File: src/rtl/posit_defines.sv
// Shared constants, decoder state encoding and the unpacked posit bundle
// used by posit_decode_seq and its regime scanner.
package posit_defines;

   localparam int P_NBITS = 32;
   localparam int P_ES    = 2;
   localparam int FBITS   = P_NBITS - P_ES - 3;
   localparam int SCALE_W = 8;

   typedef enum logic [1:0] {
      S_IDLE = 2'd0,
      S_SCAN = 2'd1,
      S_EMIT = 2'd2
   } dec_state_t;

   typedef struct packed {
      logic               sign;
      logic               zero;
      logic               inf;
      logic [SCALE_W-1:0] scale;
      logic [FBITS-1:0]   fraction;
   } value;

endpackage

File: src/rtl/posit_regime_chunk.sv
// Counts leading bits of one regime slice that equal the reference bit and
// flags whether a terminating (differing) bit shows up inside the valid part.
module posit_regime_chunk #(
   parameter  int SCAN_BITS = 4,
   localparam int CW        = $clog2(SCAN_BITS + 1)
) (
   input  logic [SCAN_BITS-1:0] i_slice,
   input  logic                 i_ref,
   input  logic [CW-1:0]        i_nvalid,
   output logic [CW-1:0]        o_count,
   output logic                 o_found
);

   logic w_live;

   // Bits at or beyond i_nvalid lie past the body end and are ignored.
   always_comb begin
      o_count = '0;
      o_found = 1'b0;
      w_live  = 1'b1;
      for (int i = 0; i < SCAN_BITS; i++) begin
         if (w_live && (CW'(i) < i_nvalid)) begin
            if (i_slice[SCAN_BITS-1-i] == i_ref) begin
               o_count = o_count + CW'(1);
            end else begin
               o_found = 1'b1;
               w_live  = 1'b0;
            end
         end
      end
   end

endmodule

File: src/rtl/posit_decode_seq.sv
// Serial posit decoder: scans the regime SCAN_BITS bits per cycle between an
// input and an output valid/ready handshake. Optional counters: POSIT_DECODE_STATS_EN.
module posit_decode_seq
   import posit_defines::*;
#(
   parameter int NBITS     = P_NBITS,
   parameter int ES        = P_ES,
   parameter int SCAN_BITS = 4
) (
   input  logic                 clk,
   input  logic                 reset,
   input  logic                 in_valid,
   output logic                 in_ready,
   input  logic [NBITS-1:0]     in_data,
   output logic                 out_valid,
   input  logic                 out_ready,
   output logic                 out_sign,
   output logic [SCALE_W-1:0]   out_scale,
   output logic [NBITS-ES-4:0]  out_fraction,
   output logic                 out_zero,
   output logic                 out_inf,
   output logic [1:0]           dbg_state
`ifdef POSIT_DECODE_STATS_EN
  ,output logic [15:0]          stat_zero_cnt,
   output logic [15:0]          stat_nar_cnt,
   output logic [15:0]          stat_word_cnt
`endif
);

   // Handshake: a transfer happens on a rising edge where valid and ready are
   // both high; valid never waits on ready and the payload is held until then.

   localparam int BW    = NBITS - 1;
   localparam int FB    = NBITS - ES - 3;
   localparam int RUN_W = $clog2(NBITS) + 1;
   localparam int CW    = $clog2(SCAN_BITS + 1);

   dec_state_t         r_state, w_state_nxt;
   logic [BW-1:0]      r_body;
   logic [RUN_W-1:0]   r_run;
   value               r_out;

   logic [NBITS-1:0]   w_mag;
   logic [BW-1:0]      w_body;
   logic               w_zero, w_inf;
   logic [BW-1:0]      w_win, w_tail;
   logic [SCAN_BITS-1:0] w_slice;
   logic [RUN_W-1:0]   w_rem, w_run_nxt;
   logic [CW-1:0]      w_nvalid, w_count;
   logic               w_found, w_done;
   logic [ES-1:0]      w_exp;
   logic [FB-1:0]      w_frac;
   logic [SCALE_W-1:0] w_k, w_scale;

   assign w_mag  = in_data[NBITS-1] ? (~in_data + NBITS'(1)) : in_data;
   assign w_body = BW'(w_mag);
   assign w_zero = (in_data == '0);
   assign w_inf  = (in_data == {1'b1, {BW{1'b0}}});

   // The window always starts at the first unscanned body bit.
   assign w_win    = r_body << r_run;
   assign w_slice  = SCAN_BITS'(w_win >> (BW - SCAN_BITS));
   assign w_rem    = RUN_W'(BW) - r_run;
   assign w_nvalid = (w_rem >= RUN_W'(SCAN_BITS)) ? CW'(SCAN_BITS) : CW'(w_rem);

   posit_regime_chunk #(.SCAN_BITS(SCAN_BITS)) u_chunk (
      .i_slice  (w_slice),
      .i_ref    (r_body[BW-1]),
      .i_nvalid (w_nvalid),
      .o_count  (w_count),
      .o_found  (w_found)
   );

   assign w_run_nxt = r_run + RUN_W'(w_count);
   assign w_done    = w_found || (w_run_nxt == RUN_W'(BW));

   // Drop the run and its terminator; shifting in zeros supplies the padding.
   assign w_tail  = r_body << (w_run_nxt + RUN_W'(1));
   assign w_exp   = ES'(w_tail >> (BW - ES));
   assign w_frac  = FB'(w_tail >> (BW - ES - FB));
   assign w_k     = r_body[BW-1] ? (SCALE_W'(w_run_nxt) - SCALE_W'(1))
                                 : (SCALE_W'(0) - SCALE_W'(w_run_nxt));
   assign w_scale = (w_k << ES) + SCALE_W'(w_exp);

   always_ff @(posedge clk) begin
      if (reset) r_state <= S_IDLE;
      else       r_state <= w_state_nxt;
   end

   always_comb begin
      w_state_nxt = r_state;
      in_ready    = 1'b0;
      out_valid   = 1'b0;
      case (r_state)
         S_IDLE: begin
            in_ready = 1'b1;
            if (in_valid) w_state_nxt = (w_zero || w_inf) ? S_EMIT : S_SCAN;
         end
         S_SCAN: begin
            if (w_done) w_state_nxt = S_EMIT;
         end
         S_EMIT: begin
            out_valid = 1'b1;
            if (out_ready) w_state_nxt = S_IDLE;
         end
         default: w_state_nxt = S_IDLE;
      endcase
   end

   always_ff @(posedge clk) begin
      if (reset) begin
         r_body <= '0;
         r_run  <= '0;
         r_out  <= '0;
      end else begin
         case (r_state)
            S_IDLE: begin
               if (in_valid) begin
                  r_body <= w_body;
                  r_run  <= '0;
                  r_out  <= '{sign: in_data[NBITS-1], zero: w_zero, inf: w_inf,
                              scale: '0, fraction: '0};
               end
            end
            S_SCAN: begin
               r_run <= w_run_nxt;
               if (w_done) begin
                  r_out.scale    <= w_scale;
                  r_out.fraction <= w_frac;
               end
            end
            default: ;
         endcase
      end
   end

   assign out_sign     = r_out.sign;
   assign out_scale    = r_out.scale;
   assign out_fraction = r_out.fraction;
   assign out_zero     = r_out.zero;
   assign out_inf      = r_out.inf;
   assign dbg_state    = r_state;

`ifdef POSIT_DECODE_STATS_EN
   always_ff @(posedge clk) begin
      if (reset) begin
         stat_zero_cnt <= '0;
         stat_nar_cnt  <= '0;
         stat_word_cnt <= '0;
      end else if (r_state == S_EMIT && out_ready) begin
         if (stat_word_cnt != 16'hFFFF) stat_word_cnt <= stat_word_cnt + 16'd1;
         if (r_out.zero && stat_zero_cnt != 16'hFFFF) stat_zero_cnt <= stat_zero_cnt + 16'd1;
         if (r_out.inf && stat_nar_cnt != 16'hFFFF) stat_nar_cnt <= stat_nar_cnt + 16'd1;
      end
   end
`endif

endmodule

File: config.mk
export PLATFORM = sky130hd
export DESIGN_NAME = posit_decode_seq
export DESIGN_NICKNAME = d
export VERILOG_FILES = /design/src/rtl/posit_defines.sv /design/src/rtl/posit_regime_chunk.sv /design/src/rtl/posit_decode_seq.sv
export SDC_FILE = /design/constraint.sdc
export NUM_CORES = 1
export LEC_CHECK = 0
export ABC_CLOCK_PERIOD_IN_PS = 7000
export CAP_MARGIN = 20
export CORE_MARGIN = 1.5
export CORE_UTILIZATION = 24
export DETAILED_ROUTE_END_ITERATION = 16
export GPL_ROUTABILITY_DRIVEN = 0
export SETUP_SLACK_MARGIN = 0.2
export SYNTH_ARGS = -nofsm -noshare
export SYNTH_HDL_FRONTEND = slang
export SYNTH_SLANG_ARGS = --single-unit
File: constraint.sdc
create_clock -name clk -period 7 [get_ports clk]
set_input_delay 1.4 -clock clk [delete_from_list [all_inputs] [get_ports clk]]
set_output_delay 1.4 -clock clk [all_outputs]
set_load 0.01 [all_outputs]
==> results_dict.tcl <==
set metrics [dict create \
    fin_skew_ps 15.7 \
    cts_max_level 3 \
    outcome "complete, no violations" \
    synth_warnings 0 \
    grt.total_usage 0.139 \
    holdBufCountCts 0 \
    hpwlAfterDp_mm 14.9 \
    critPathSlowestCell "mux4_1" \
    drtAntennaViolNets 0 \
    crit_fanout 18 \
    post_cts.repair.setup_buffers 0 \
    grt_start_max_net_pins 68 \
    synth-edff-count 0 \
    hold_viol_final 0 \
    grt_antenna_before_repair 0 \
    ys_ff_latch 77 \
    rsz0062_at_grt "no" \
    post-route-min-period_ps 6320 \
    cp.required_ps 7300 \
    slew_headroom 0.421 \
    grt_pass1_wl_mm 31.1 \
    nets 883 \
    core_area_um2 26300 \
    synthFlopType "dfxtp_1" \
    syn_area_um2 6480 \
    critPathTopFamily "multiplexers" \
    initial_core_util 0.247 \
    max_clock_freq_ghz 0.158 \
    yosysUniqueCellTypes 75 \
    area_growth_pct 23.8 \
    grt_pass1_vias 5763 \
    postPlaceCellArea_um2 7610 \
    drt_iter0_drc 402 \
    fin_util 0.305 \
    synth-seq-area-share 0.238 \
    cts.clk_slew.worst_paths_ps 60 \
    dieArea_um2 28000 \
    layout_worst_path_cycle_share 0.903 \
    fin_setup_tns_ps 0 \
    worstMarginPinSlew_ps 860 \
    drv_cap 0 \
    fp.dieW_um 167 \
    n_antenna_cell 0 \
    wl_per_cell_um 16.5 \
    slowest_delay_ps 510 \
    port_buffers 77 \
    ff2ff_setup_slack_ps 680 \
    layout_commonest_cell "nand2_1" \
    grt-ovfl-total 0 \
    path_buf_inv 2 \
    synth_top_cell_by_area "dfxtp_1" \
    wl_mm 19.4 \
    clk_path_buf_depth 2 \
    criticalPathCategory "register to register" \
    vias 6048 \
    drc 0 \
    cts_buffers 9 \
    critPathCaptureType "register" \
    drtPass1Iterations 5 \
    setup.worst_path.start_class "register" \
    via_per_inst 5.14 \
    layout_common_cells "nand2_1 (77), clkdlybuf4s50_1 (76), dfxtp_1 (74), nor2_1 (73), mux2i_1 (62)" \
    mappedNetlistNets 822 \
    setup_viol 0 \
    die_height_um 167 \
    cts.sinks 77 \
    critPathArrivalTime_ps 6620 \
    root_buffer "clkbuf_16" \
    avgSynthCellArea_um2 8.35 \
    pin_count 78 \
    clock_latency_ps 360 \
    drv_slew 0 \
    cp_common_cell "ha_1" \
    synthCells 776 \
    cts_tree "done" \
    final_layout_size_suffix_gt1_frac 0.159 \
    netlist_top_cells_area "dfxtp_1 (24%), mux2i_1 (9.6%), a211oi_1 (5.1%), nand2_1 (4.5%), xor2_1 (4.3%)" \
    rows 59 \
    hold_path.class "register to register" \
    synth_top_area_share 0.238 \
    fin_area_um2 8030 \
    async_reset_ff_frac 0 \
]
==> routing by layer <==
layer  GRT usage  vias up  wire length [µm]
met4      0.0599        0               546
li1            -     3012                 -
met3      0.0262       39               988
met2       0.226      167              8900
met5           0        -                 0
met1       0.179     2830              8990
==> cells in the mapped netlist, types with 5 or more instances <==
| cell type | n |
|---|---|
| nor3_1 | 25 |
| inv_1 | 10 |
| nand2b_1 | 9 |
| o211ai_1 | 6 |
| nor2b_1 | 11 |
| o2bb2ai_2 | 5 |
| o31ai_1 | 11 |
| nor2_1 | 73 |
| clkbuf_1 | 35 |
| buf_6 | 10 |
| xor2_1 | 32 |
| nor4_1 | 13 |
| nand3_1 | 18 |
| mux4_2 | 11 |
| o22ai_1 | 5 |
| a211oi_1 | 44 |
| buf_2 | 7 |
| ha_1 | 9 |
| o2bb2ai_1 | 11 |
| dfxtp_1 | 77 |
| o21ai_0 | 33 |
| or3_1 | 9 |
| nand2_1 | 77 |
| mux2i_1 | 62 |
| buf_1 | 5 |
| mux2_2 | 24 |
| xnor2_1 | 21 |
| a21oi_1 | 25 |
| a31o_2 | 13 |
| a22oi_1 | 5 |
==> metrics by stage <==
stage | setup slack (ps) | std cells | hold WS, ps
after floorplan | 892 | 776 | 476
after global placement | 466 | 1159 | 455
after detailed placement | 313 | 1159 | 456
after CTS | 284 | 1175 | 475
after global routing | 255 | 1177 | 483
final | 680 | 1177 | 470
==> state kept, by name (all words and copies together) (netlist names) <==
signal	count
out_sign	1
r_body	31
dbg_state	2
out_fraction	27
out_scale	8
out_zero	1
out_inf	1
r_run	6
==> timing repair <==
item | 4_1_cts | 5_1_grt
setup endpoints to repair | 0 | 37
gates resized for setup | 0 | 6
endpoints found under the hold margin | 0 | 0
==> worst paths after layout <==
kind | end | start | cells past startpoint
setup reg to reg | out_fraction[6] | r_run[2] | 25
setup / recovery | out_fraction[6] | r_run[2] | 25
hold / removal | out_fraction[22] | out_fraction[22] | 2
hold reg to reg | out_fraction[22] | out_fraction[22] | 2
==> cell type report <==
type	instances	area, µm²
timing repair buffer	112	1090
sequential	77	1550
multi-input combinational	624	4580
inverter	13	48.8
fill	2775	18300
tap	335	419
clock inverter	7	121
clock buffer	9	225
==> cells by family (layout without fill, tap and decap cells) <==
kind of cell | after synthesis | count (layout) | share of synthesized area
flops | 77 | 77 | 0.238
buf+inv | 75 | 141 | 0.0616
xor+xnor | 53 | 53 | 0.0716
simple gates | 259 | 259 | 0.188
fa+ha+maj | 10 | 10 | 0.0205
mux | 103 | 103 | 0.191
compound gates | 199 | 199 | 0.230
==> worst register-to-register path, cell delays in order (launching register included) <==
cell and delay (ps):
dfxtp_2 490, mux2_2 390, mux4_1 510, o2bb2ai_1 180, nor3_1 110, xnor2_1 250
nor2b_1 80, ha_1 290, nand2_1 60, o21ai_0 80, nand2b_1 120, inv_1 50
ha_1 270, mux2_2 290, ha_1 310, mux2_2 270, ha_1 290, a211oi_2 310
o21bai_1 140, and4b_1 270, a311oi_1 290, mux2i_1 170, or3_1 460, a21oi_4 170
buf_4 260, a22o_2 180
Power is left out: the tool's default activity adds up to more than one toggle a clock period on the data nets, which glitch-free logic cannot reach.
